File: src/rtl/mem_pkg.sv
// mem_pkg: definitions shared by the main-RAM arbiter files.
//   - ADDR_W_DEF / DATA_W_DEF : default RAM address and data widths
//   - owner_t                 : who owns a RAM command or a read return
//   - lock_state_t            : CPU lock FSM states
package mem_pkg;

  localparam int ADDR_W_DEF = 16;
  localparam int DATA_W_DEF = 16;

  typedef enum logic [1:0] {
    OWN_NONE = 2'd0,
    OWN_CPU  = 2'd1,
    OWN_DMA  = 2'd2
  } owner_t;

  typedef enum logic {
    LOCK_UNLOCKED = 1'b0,
    LOCK_LOCKED   = 1'b1
  } lock_state_t;

endpackage

File: src/rtl/arb_starve_ctr.sv
// arb_starve_ctr: saturating count of consecutive cycles that a pending
// DMA request has lost arbitration, with a compare against the limit.
//   clk      in  system clock
//   rst_n    in  synchronous active-low reset
//   req      in  DMA request pending this cycle
//   gnt      in  DMA wins arbitration this cycle
//   at_limit out counter has reached LIMIT (DMA must win next, unless locked)
module arb_starve_ctr #(
  parameter int LIMIT = 4  // 1..15
) (
  input  logic clk,
  input  logic rst_n,
  input  logic req,
  input  logic gnt,
  output logic at_limit
);

  localparam logic [3:0] LIMIT_V = 4'(LIMIT);

  logic [3:0] cnt_reg;

  always_ff @(posedge clk) begin
    if (!rst_n) begin
      cnt_reg <= 4'd0;
    end else if (!req || gnt) begin
      cnt_reg <= 4'd0;
    end else if (cnt_reg != LIMIT_V) begin
      // Holds at the limit while the CPU lock keeps DMA out.
      cnt_reg <= cnt_reg + 4'd1;
    end
  end

  assign at_limit = (cnt_reg == LIMIT_V);

endmodule

File: src/rtl/mem_arbiter.sv
// mem_arbiter: shares the single-port main RAM between the CPU (port 0)
// and the DMA/video fetch engine (port 1).
//   Arbitration is combinational in cycle N; the winner's command appears
//   on ramAdrs/ramWe/ramDout and its *Gnt pulses in N+1. Read data from
//   the RAM (ramDin, valid the cycle after the address) is returned on
//   rdata in N+2 with the owner's *RValid.
//   Priority: CPU lock > DMA at starvation limit > CPU > DMA.
// Ports:
//   clk, rst_n                      clock, synchronous active-low reset
//   cpuReq/cpuWe/cpuAdrs/cpuDin     CPU request and command
//   cpuLock                         keep RAM for the CPU after this grant
//   cpuGnt, cpuRValid, cpuStall     CPU accept pulse, read valid, stall
//   dmaReq/dmaWe/dmaAdrs/dmaDin     DMA request and command
//   dmaGnt, dmaRValid               DMA accept pulse, read valid
//   rdata                           shared read data, qualified by *RValid
//   ramAdrs/ramWe/ramDout/ramDin    RAM command bus and read data
module mem_arbiter
  import mem_pkg::*;
#(
  parameter int ADDR_W       = ADDR_W_DEF,
  parameter int DATA_W       = DATA_W_DEF,
  parameter int STARVE_LIMIT = 4  // 1..15
) (
  input  logic              clk,
  input  logic              rst_n,
  input  logic              cpuReq,
  input  logic              cpuWe,
  input  logic [ADDR_W-1:0] cpuAdrs,
  input  logic [DATA_W-1:0] cpuDin,
  input  logic              cpuLock,
  output logic              cpuGnt,
  output logic              cpuRValid,
  input  logic              dmaReq,
  input  logic              dmaWe,
  input  logic [ADDR_W-1:0] dmaAdrs,
  input  logic [DATA_W-1:0] dmaDin,
  output logic              dmaGnt,
  output logic              dmaRValid,
  output logic [DATA_W-1:0] rdata,
  output logic [ADDR_W-1:0] ramAdrs,
  output logic              ramWe,
  output logic [DATA_W-1:0] ramDout,
  input  logic [DATA_W-1:0] ramDin,
  output logic              cpuStall
);

  owner_t      win;
  logic        dma_win;
  logic        dma_at_limit;
  lock_state_t lock_state_reg, lock_state_next;

  logic              cpu_gnt_reg, dma_gnt_reg;
  logic              ram_we_reg;
  logic [ADDR_W-1:0] ram_adrs_reg;
  logic [DATA_W-1:0] ram_dout_reg;
  owner_t            rd_tag_reg;  // owner of the read currently on the bus
  owner_t            rv_tag_reg;  // owner of the read data returning now

  assign dma_win = (win == OWN_DMA);

  arb_starve_ctr #(
    .LIMIT(STARVE_LIMIT)
  ) u_starve (
    .clk      (clk),
    .rst_n    (rst_n),
    .req      (dmaReq),
    .gnt      (dma_win),
    .at_limit (dma_at_limit)
  );

  // Lock FSM state register.
  always_ff @(posedge clk) begin
    if (!rst_n) lock_state_reg <= LOCK_UNLOCKED;
    else        lock_state_reg <= lock_state_next;
  end

  // Arbitration and lock next-state. Nothing wins while reset is held.
  always_comb begin
    win             = OWN_NONE;
    lock_state_next = lock_state_reg;
    if (rst_n) begin
      if (lock_state_reg == LOCK_LOCKED) begin
        // DMA is shut out entirely, even at the starvation limit.
        if (cpuReq) win = OWN_CPU;
      end else if (dmaReq && dma_at_limit) begin
        win = OWN_DMA;
      end else if (cpuReq) begin
        win = OWN_CPU;
      end else if (dmaReq) begin
        win = OWN_DMA;
      end

      case (lock_state_reg)
        LOCK_UNLOCKED: begin
          if (win == OWN_CPU && cpuLock) lock_state_next = LOCK_LOCKED;
        end
        LOCK_LOCKED: begin
          if (win == OWN_CPU && !cpuLock)     lock_state_next = LOCK_UNLOCKED;
          else if (!cpuReq && !cpuLock)       lock_state_next = LOCK_UNLOCKED;
        end
        default: lock_state_next = LOCK_UNLOCKED;
      endcase
    end
  end

  // Command register and read-return tagging. Address and write data hold
  // through idle cycles; only ramWe drops.
  always_ff @(posedge clk) begin
    if (!rst_n) begin
      cpu_gnt_reg  <= 1'b0;
      dma_gnt_reg  <= 1'b0;
      ram_we_reg   <= 1'b0;
      ram_adrs_reg <= '0;
      ram_dout_reg <= '0;
      rd_tag_reg   <= OWN_NONE;
      rv_tag_reg   <= OWN_NONE;
    end else begin
      cpu_gnt_reg <= (win == OWN_CPU);
      dma_gnt_reg <= (win == OWN_DMA);
      ram_we_reg  <= 1'b0;
      rd_tag_reg  <= OWN_NONE;
      rv_tag_reg  <= rd_tag_reg;
      if (win == OWN_CPU) begin
        ram_adrs_reg <= cpuAdrs;
        ram_dout_reg <= cpuDin;
        ram_we_reg   <= cpuWe;
        rd_tag_reg   <= cpuWe ? OWN_NONE : OWN_CPU;
      end else if (win == OWN_DMA) begin
        ram_adrs_reg <= dmaAdrs;
        ram_dout_reg <= dmaDin;
        ram_we_reg   <= dmaWe;
        rd_tag_reg   <= dmaWe ? OWN_NONE : OWN_DMA;
      end
    end
  end

  assign cpuGnt    = cpu_gnt_reg;
  assign dmaGnt    = dma_gnt_reg;
  assign ramWe     = ram_we_reg;
  assign ramAdrs   = ram_adrs_reg;
  assign ramDout   = ram_dout_reg;
  assign cpuRValid = (rv_tag_reg == OWN_CPU);
  assign dmaRValid = (rv_tag_reg == OWN_DMA);
  // ramDin comes from the RAM's own output register; it is forced to zero
  // whenever no read is returning so rdata is clean after reset.
  assign rdata     = (rv_tag_reg != OWN_NONE) ? ramDin : '0;
  assign cpuStall  = rst_n & cpuReq & (win != OWN_CPU);

endmodule

File: config.mk
export PLATFORM = sky130hd
export DESIGN_NAME = mem_arbiter
export DESIGN_NICKNAME = d
export VERILOG_FILES = /design/src/rtl/mem_pkg.sv /design/src/rtl/arb_starve_ctr.sv /design/src/rtl/mem_arbiter.sv
export SDC_FILE = /design/constraint.sdc
export NUM_CORES = 1
export LEC_CHECK = 0
export ABC_AREA = 1
export CORE_MARGIN = 2
export CORE_UTILIZATION = 24
export DETAILED_ROUTE_END_ITERATION = 8
export PLACE_DENSITY = 0.58
export SYNTH_ARGS = -nofsm -noshare
export SYNTH_HDL_FRONTEND = slang
export SYNTH_SLANG_ARGS = --single-unit
File: constraint.sdc
create_clock -name clk -period 2.57 [get_ports clk]
set_input_delay 0.6425 -clock clk [delete_from_list [all_inputs] [get_ports clk]]
set_output_delay 0.6425 -clock clk [all_outputs]
set_load 0.01 [all_outputs]
== Yosys cells after proc, flatten, opt, wreduce, memory -nomap -nowiden ==
Cells that the tools add are included.
Cells by class
  add/subtract/negate cells: 1
  multipliers: 0
  div/mod/pow operators: 0
  $lt $le $gt $ge: 0
  equality and inequality tests: 8
  shift operators: 0
  multiplexer cells: 22
  bitwise gates (word level): 4
  reduce and logical (&&, ||, !) cells: 11
Operators with widths (count)
  two-way mux 16 bit: 5
  two-way mux 2 bit: 9
  two-way mux 1 bit: 7
  equality test 2 x 1 -> 1 bit, second input constant: 3
  adder 4 x 1 -> 4 bit, second input constant: 1
  equality test 2 bit, second input constant: 2
  equality test 4 x 3 -> 1 bit, second input constant: 1
  logical AND 1 bit: 4
  != test 4 x 3 -> 1 bit, second input constant: 1
  nonzero test 2 bit: 2
  zero test 1 bit: 3
  AND 1 bit: 2
  != test 2 x 1 -> 1 bit, second input constant: 1
  inverter 1 bit: 2
  one-hot mux 1 bit (2 select lines): 1
  OR reduction 2 bit: 1
  logical OR 1 bit: 1
Word-level totals
  register bits after elaboration: 44
  bits in latches: 0
  RAM bits: 0
  bits in read-only memories: 0
  input bits: 87
  output and inout port bits: 54
  word-level logic and storage cells: 55
  memories kept: 0

== Depth between registers and ports, before layout ==
  depth in word-level cells: 9
  mapped depth: 13
  mapped depth without buffers: 12

== By module ==
Synthesis repeated with hierarchy kept, for this count alone.
Unflattened totals
  cell total of the unflattened synthesis: 392
  area, all modules: 2373.5 um2
Modules (own cells, without submodules)
  mem_arbiter: times used 1, cells an instance 355, area an instance 2132.0 um2, sequential area each 800.8 um2
  arb_starve_ctr: times used 1, cells an instance 37, area an instance 241.5 um2, sequential area each 80.1 um2

== Worst setup path after synthesis ==
OpenSTA, ideal clock, no wires.
  kind: input to output
  start point: input port rst_n
  end point: output port cpuStall
  data arrival time: 1723 ps
  data required time: 1928 ps
  setup slack: 205 ps
  stages on the path: 8
  path buffers: 3
  path through: buf_4 nand3_1 a21oi_2 inv_1 ha_1 buf_6 clkbuf_8 nor2_1
On the way
  cells in the longest elaborated chain, start to end: 3
  elaborated cells between the ends (all ways): 4
  classes of those cells: 1 x eq/ne; 1 x mux; 2 x bitwise
Ends and longest elaborated chain
  start: declaration: RTL line mem_arbiter.sv:25  | input logic rst_n,
  two-way mux 2 bit: RTL line mem_arbiter.sv:81  | if (rst_n) begin
  != test 2 x 1 -> 1 bit: RTL line mem_arbiter.sv:147  | assign cpuStall = rst_n & cpuReq & (win != OWN_CPU);
  AND 1 bit (*): RTL line mem_arbiter.sv:147
  end: declaration: RTL line mem_arbiter.sv:44  | output logic cpuStall
Mark *: on every way between the ends. The rest lies on a longest branch, timed or not.

== Worst setup path in the final report ==
  start point: input port ramDin[10]
  end point: output port rdata[10]
On the way
  cells in the longest elaborated chain, start to end: 1
Ends and longest elaborated chain
  start: declaration: RTL line mem_arbiter.sv:43  | input logic [DATA_W-1:0] ramDin,
  two-way mux 16 bit: RTL line mem_arbiter.sv:146  | assign rdata = (rv_tag_reg != OWN_NONE) ? ramDin : '0;
  end: declaration: RTL line mem_arbiter.sv:39  | output logic [DATA_W-1:0] rdata,
No other way between the ends.

==> results.txt <==
----------------------------------------------------
[Die]
  Top Ports ... between 100 and 150
  Horizontal die dimension ... 105 um
  Number of placement rows ... 37
  Total Die Area ... 0.0111 mm2
  Core region area ... 0.0101 mm2
  Starting density of the core ... 0.244
  Die Ht ... approximately 110 um

[Timing]
  Number of setup violations in the final report ... 0
  Hold violation count in the final report ... 0
  Portion of the clock cycle consumed by the worst path in the final layout ... 0.972
  Clock Skews ... 7.58 ps
  FMAX ... 400 MHz
  RSZ-0062 raised after global routing ... no
  Final Worst Setup Slack ... 71.7 ps
  Min Clock Period, post-route ... around 2500 ps
  Slew at the pin closest to its max-slew limit ... 584 ps
  Final Max Tran Viols ... 0
  Slew Limit Headroom ... 0.610

[Clock network]
  Root buffer cell ... clkbuf_8
  TritonCTS clock tree ... built
  Clock latency on the worst-skew pair ... 290 ps
  Clock transition at path regs ... 90 ps
  Number of buffers created by CTS ... 5
  Count of clock tree sinks ... 44
  Clk buf depth ... 2
  Number of H-tree levels ... 2
  Number of setup buffers added after CTS ... 0
  Post-CTS Hold Buffers ... 0

[Critical path]
  Maximum fanout along the worst path ... 1
  Worst flop-to-flop path startpoint ... u_starve.cnt_reg[0]
  CP endpoint kind ... primary output
  Worst-case register-to-register setup slack ... 370 ps
  Worst Setup Start Kind ... primary input
  Critical path type ... primary input to primary output
  Endpoint arrival time on the critical path ... 1860 ps
  FF-to-FF path depth ... 12
  Reg2reg end ... ramAdrs[14]
  Critical path data required time ... about 1900 ps

[Synthesis]
  Sequential-to-total area share from yosys stat ... 0.357
  Most numerous cell types in the synthesized netlist ... nand2_1 (107), nor2_1 (94), inv_1 (64)
  Main area contributors after synthesis ... dfxtp_1 (36%), nand2_1 (16%), nor2_1 (14%), inv_1 (9.7%), nand3_1 (7.1%)
  Count of flip-flops with a built-in enable after synthesis ... 0
  Syn. warnings ... 0
  Net Count, Synth ... 481
  Post-synthesis cell type with the largest combined area ... dfxtp_1
  Share of Yosys cell area claimed by the top area cell type ... 0.357
  Post-Syn Instances ... 389
  Fraction of synthesis flops using an asynchronous set or reset pin ... 0
  Synthesized flop and latch total ... 44
  Number of library cell types mapped by synthesis ... 22
  Post-synthesis instance area ... 0.00247 mm2
  Post-Syn Area per Cell ... 6.35 um2
  Count leader, synth ... nand2_1
  Commonest register cell after synthesis ... dfxtp_1

[Routing]
  Avg Vias per Cell ... between 4 and 5
  Number of design-rule violations left by the first detailed-router iteration ... 72
  Total wire length after detailed routing ... between 7000 and 8000 um
  WL/cell ... ~11 um
  Drt pass-1 iters ... 4
  Final routed DRC violation total ... 0
  Total number of vias ... roughly 2.7k
  Post-route ant nets ... 0

[Global route]
  Global-route usage over all layers ... 0.127
  Number of global-route vias before repair ... ~2.6k
  Sum of overflow across all layers after global routing ... 0
  Antenna violations before repair ... 0
  Global-route wire length before repair ... about 12,000 um
  Maximum number of pins on one net before global-route repair ... 37

[Pwr]
  Total power density per cell area ... 471 mW/mm2
  Power Total ... 1900 uW
  Largest vdd supply drop ... 0.000290 V
  Leakage component of the power ... between 0.0015 and 0.002 uW

[Place]
  Number of port buffers ... 140
  Detailed placement HPWL ... 5350 um
  Total instance count after detailed placement ... 654
  Placed cell area ... ~0.0039 mm2
  Final weighted congestion in routability-driven placement ... 0.743
  Worst setup timing slack at the placement stage ... -337 ps

[Final layout]
  Register area ... roughly 900 um2
  Final core occ ... 0.399
  Diode count ... 0
  Area of the multi-input gates ... 0.00112 mm2
  Post-Layout Inst Area ... 0.00404 mm2
  Fraction of final layout cells with drive strength greater than 1 ... 0.0686
  Area Overhead vs Synth ... 63.6%
  # fillers ... 1,077
  Final cell count without fillers ... ~660
  Final-stage net count ... 617

[Outcome]
  Run status ... finished, final reports clean

[Hold path]
  Hold endpoint ... rv_tag_reg[1]
  Min-Delay Path Class ... flip-flop to flip-flop
  Number of cells traversed by the worst hold path ... 2
  Hold Path Origin ... rd_tag_reg[1]

[Flow run]
  Max-cap violations ... 0

----------------------------------------------------
[final cells by class]
cell class	instances	share of cell area
well taps	136	0.0421
inverters	67	0.0647
multi-input cells	260	0.278
flip-flops and latches	44	0.218
clock buffers	5	0.0170
clock inverters	2	0.0149
repair buffers	147	0.365
[metrics by stage]
| step | TNS (ps) | hold slack (ps) |
|---|---|---|
| 3_5_place_dp | -3200 | 402 |
| 6_report | 0 | 420 |
| 3_3_place_gp | -670 | 404 |
| 4_1_cts | 0 | 423 |
| 5_1_grt | 0 | 452 |
| 2_1_floorplan | 0 | 390 |
[critical path, cell delays in order]
cell             delay, ps
clkdlybuf4s50_1        510
inv_1                   60
nor2_1                 110
clkdlybuf4s50_1        540
[report_power, final]
part	total, uW	internal [uW]	switching (uW)
combinational	525	295	230
sequential	764	737	27.5
clock	615	383	232
[per-layer routing]
metal / GRT usage / wire, um / vias up
li1: - / - / 1399
met1: 0.139 / 2840 / 1193
met2: 0.245 / 3690 / 85
met3: 0.0309 / 528 / 4
met4: 0.0257 / 57 / 0
met5: 0 / 0 / -
[worst max path at each step]
stage / cells after the start / startpoint / slack [ps] / to
5_1_grt: 4 / ramDin[10] / 7 / rdata[10]
3_5_place_dp: 7 / dmaReq / -340 / cpuStall
3_3_place_gp: 7 / dmaReq / -300 / cpuStall
6_report: 4 / ramDin[10] / 70 / rdata[10]
2_1_floorplan: 8 / rst_n / 200 / cpuStall
4_1_cts: 4 / ramDin[10] / 70 / rdata[10]
[kinds of logic after synthesis]
group,share of synthesized area
AO/OA/AOI/OAI,0.00861
adder cells (fa/ha/maj),0.0253
buffers and inverters,0.191
flip-flops,0.357
AND/OR/NAND/NOR,0.418
[what timing repair did]
item,in CTS,in global routing
gates cloned,0,0
endpoints found under the setup margin,1,1
resized for setup,5,2
[cells in the final DEF (no fill, tap or decap), drive strengths merged]
cell           instances
a21oi                  2
buf                    8
bufinv                 2
clkbuf                 5
clkdlybuf4s50        138
dfxtp                 44
dlymetal6s2s           1
ha                     5
inv                   67
nand2                117
nand3                 36
nand4                  1
nor2                  97
nor3                   1
o21bai                 1
(Power assumes the default switching activity.)
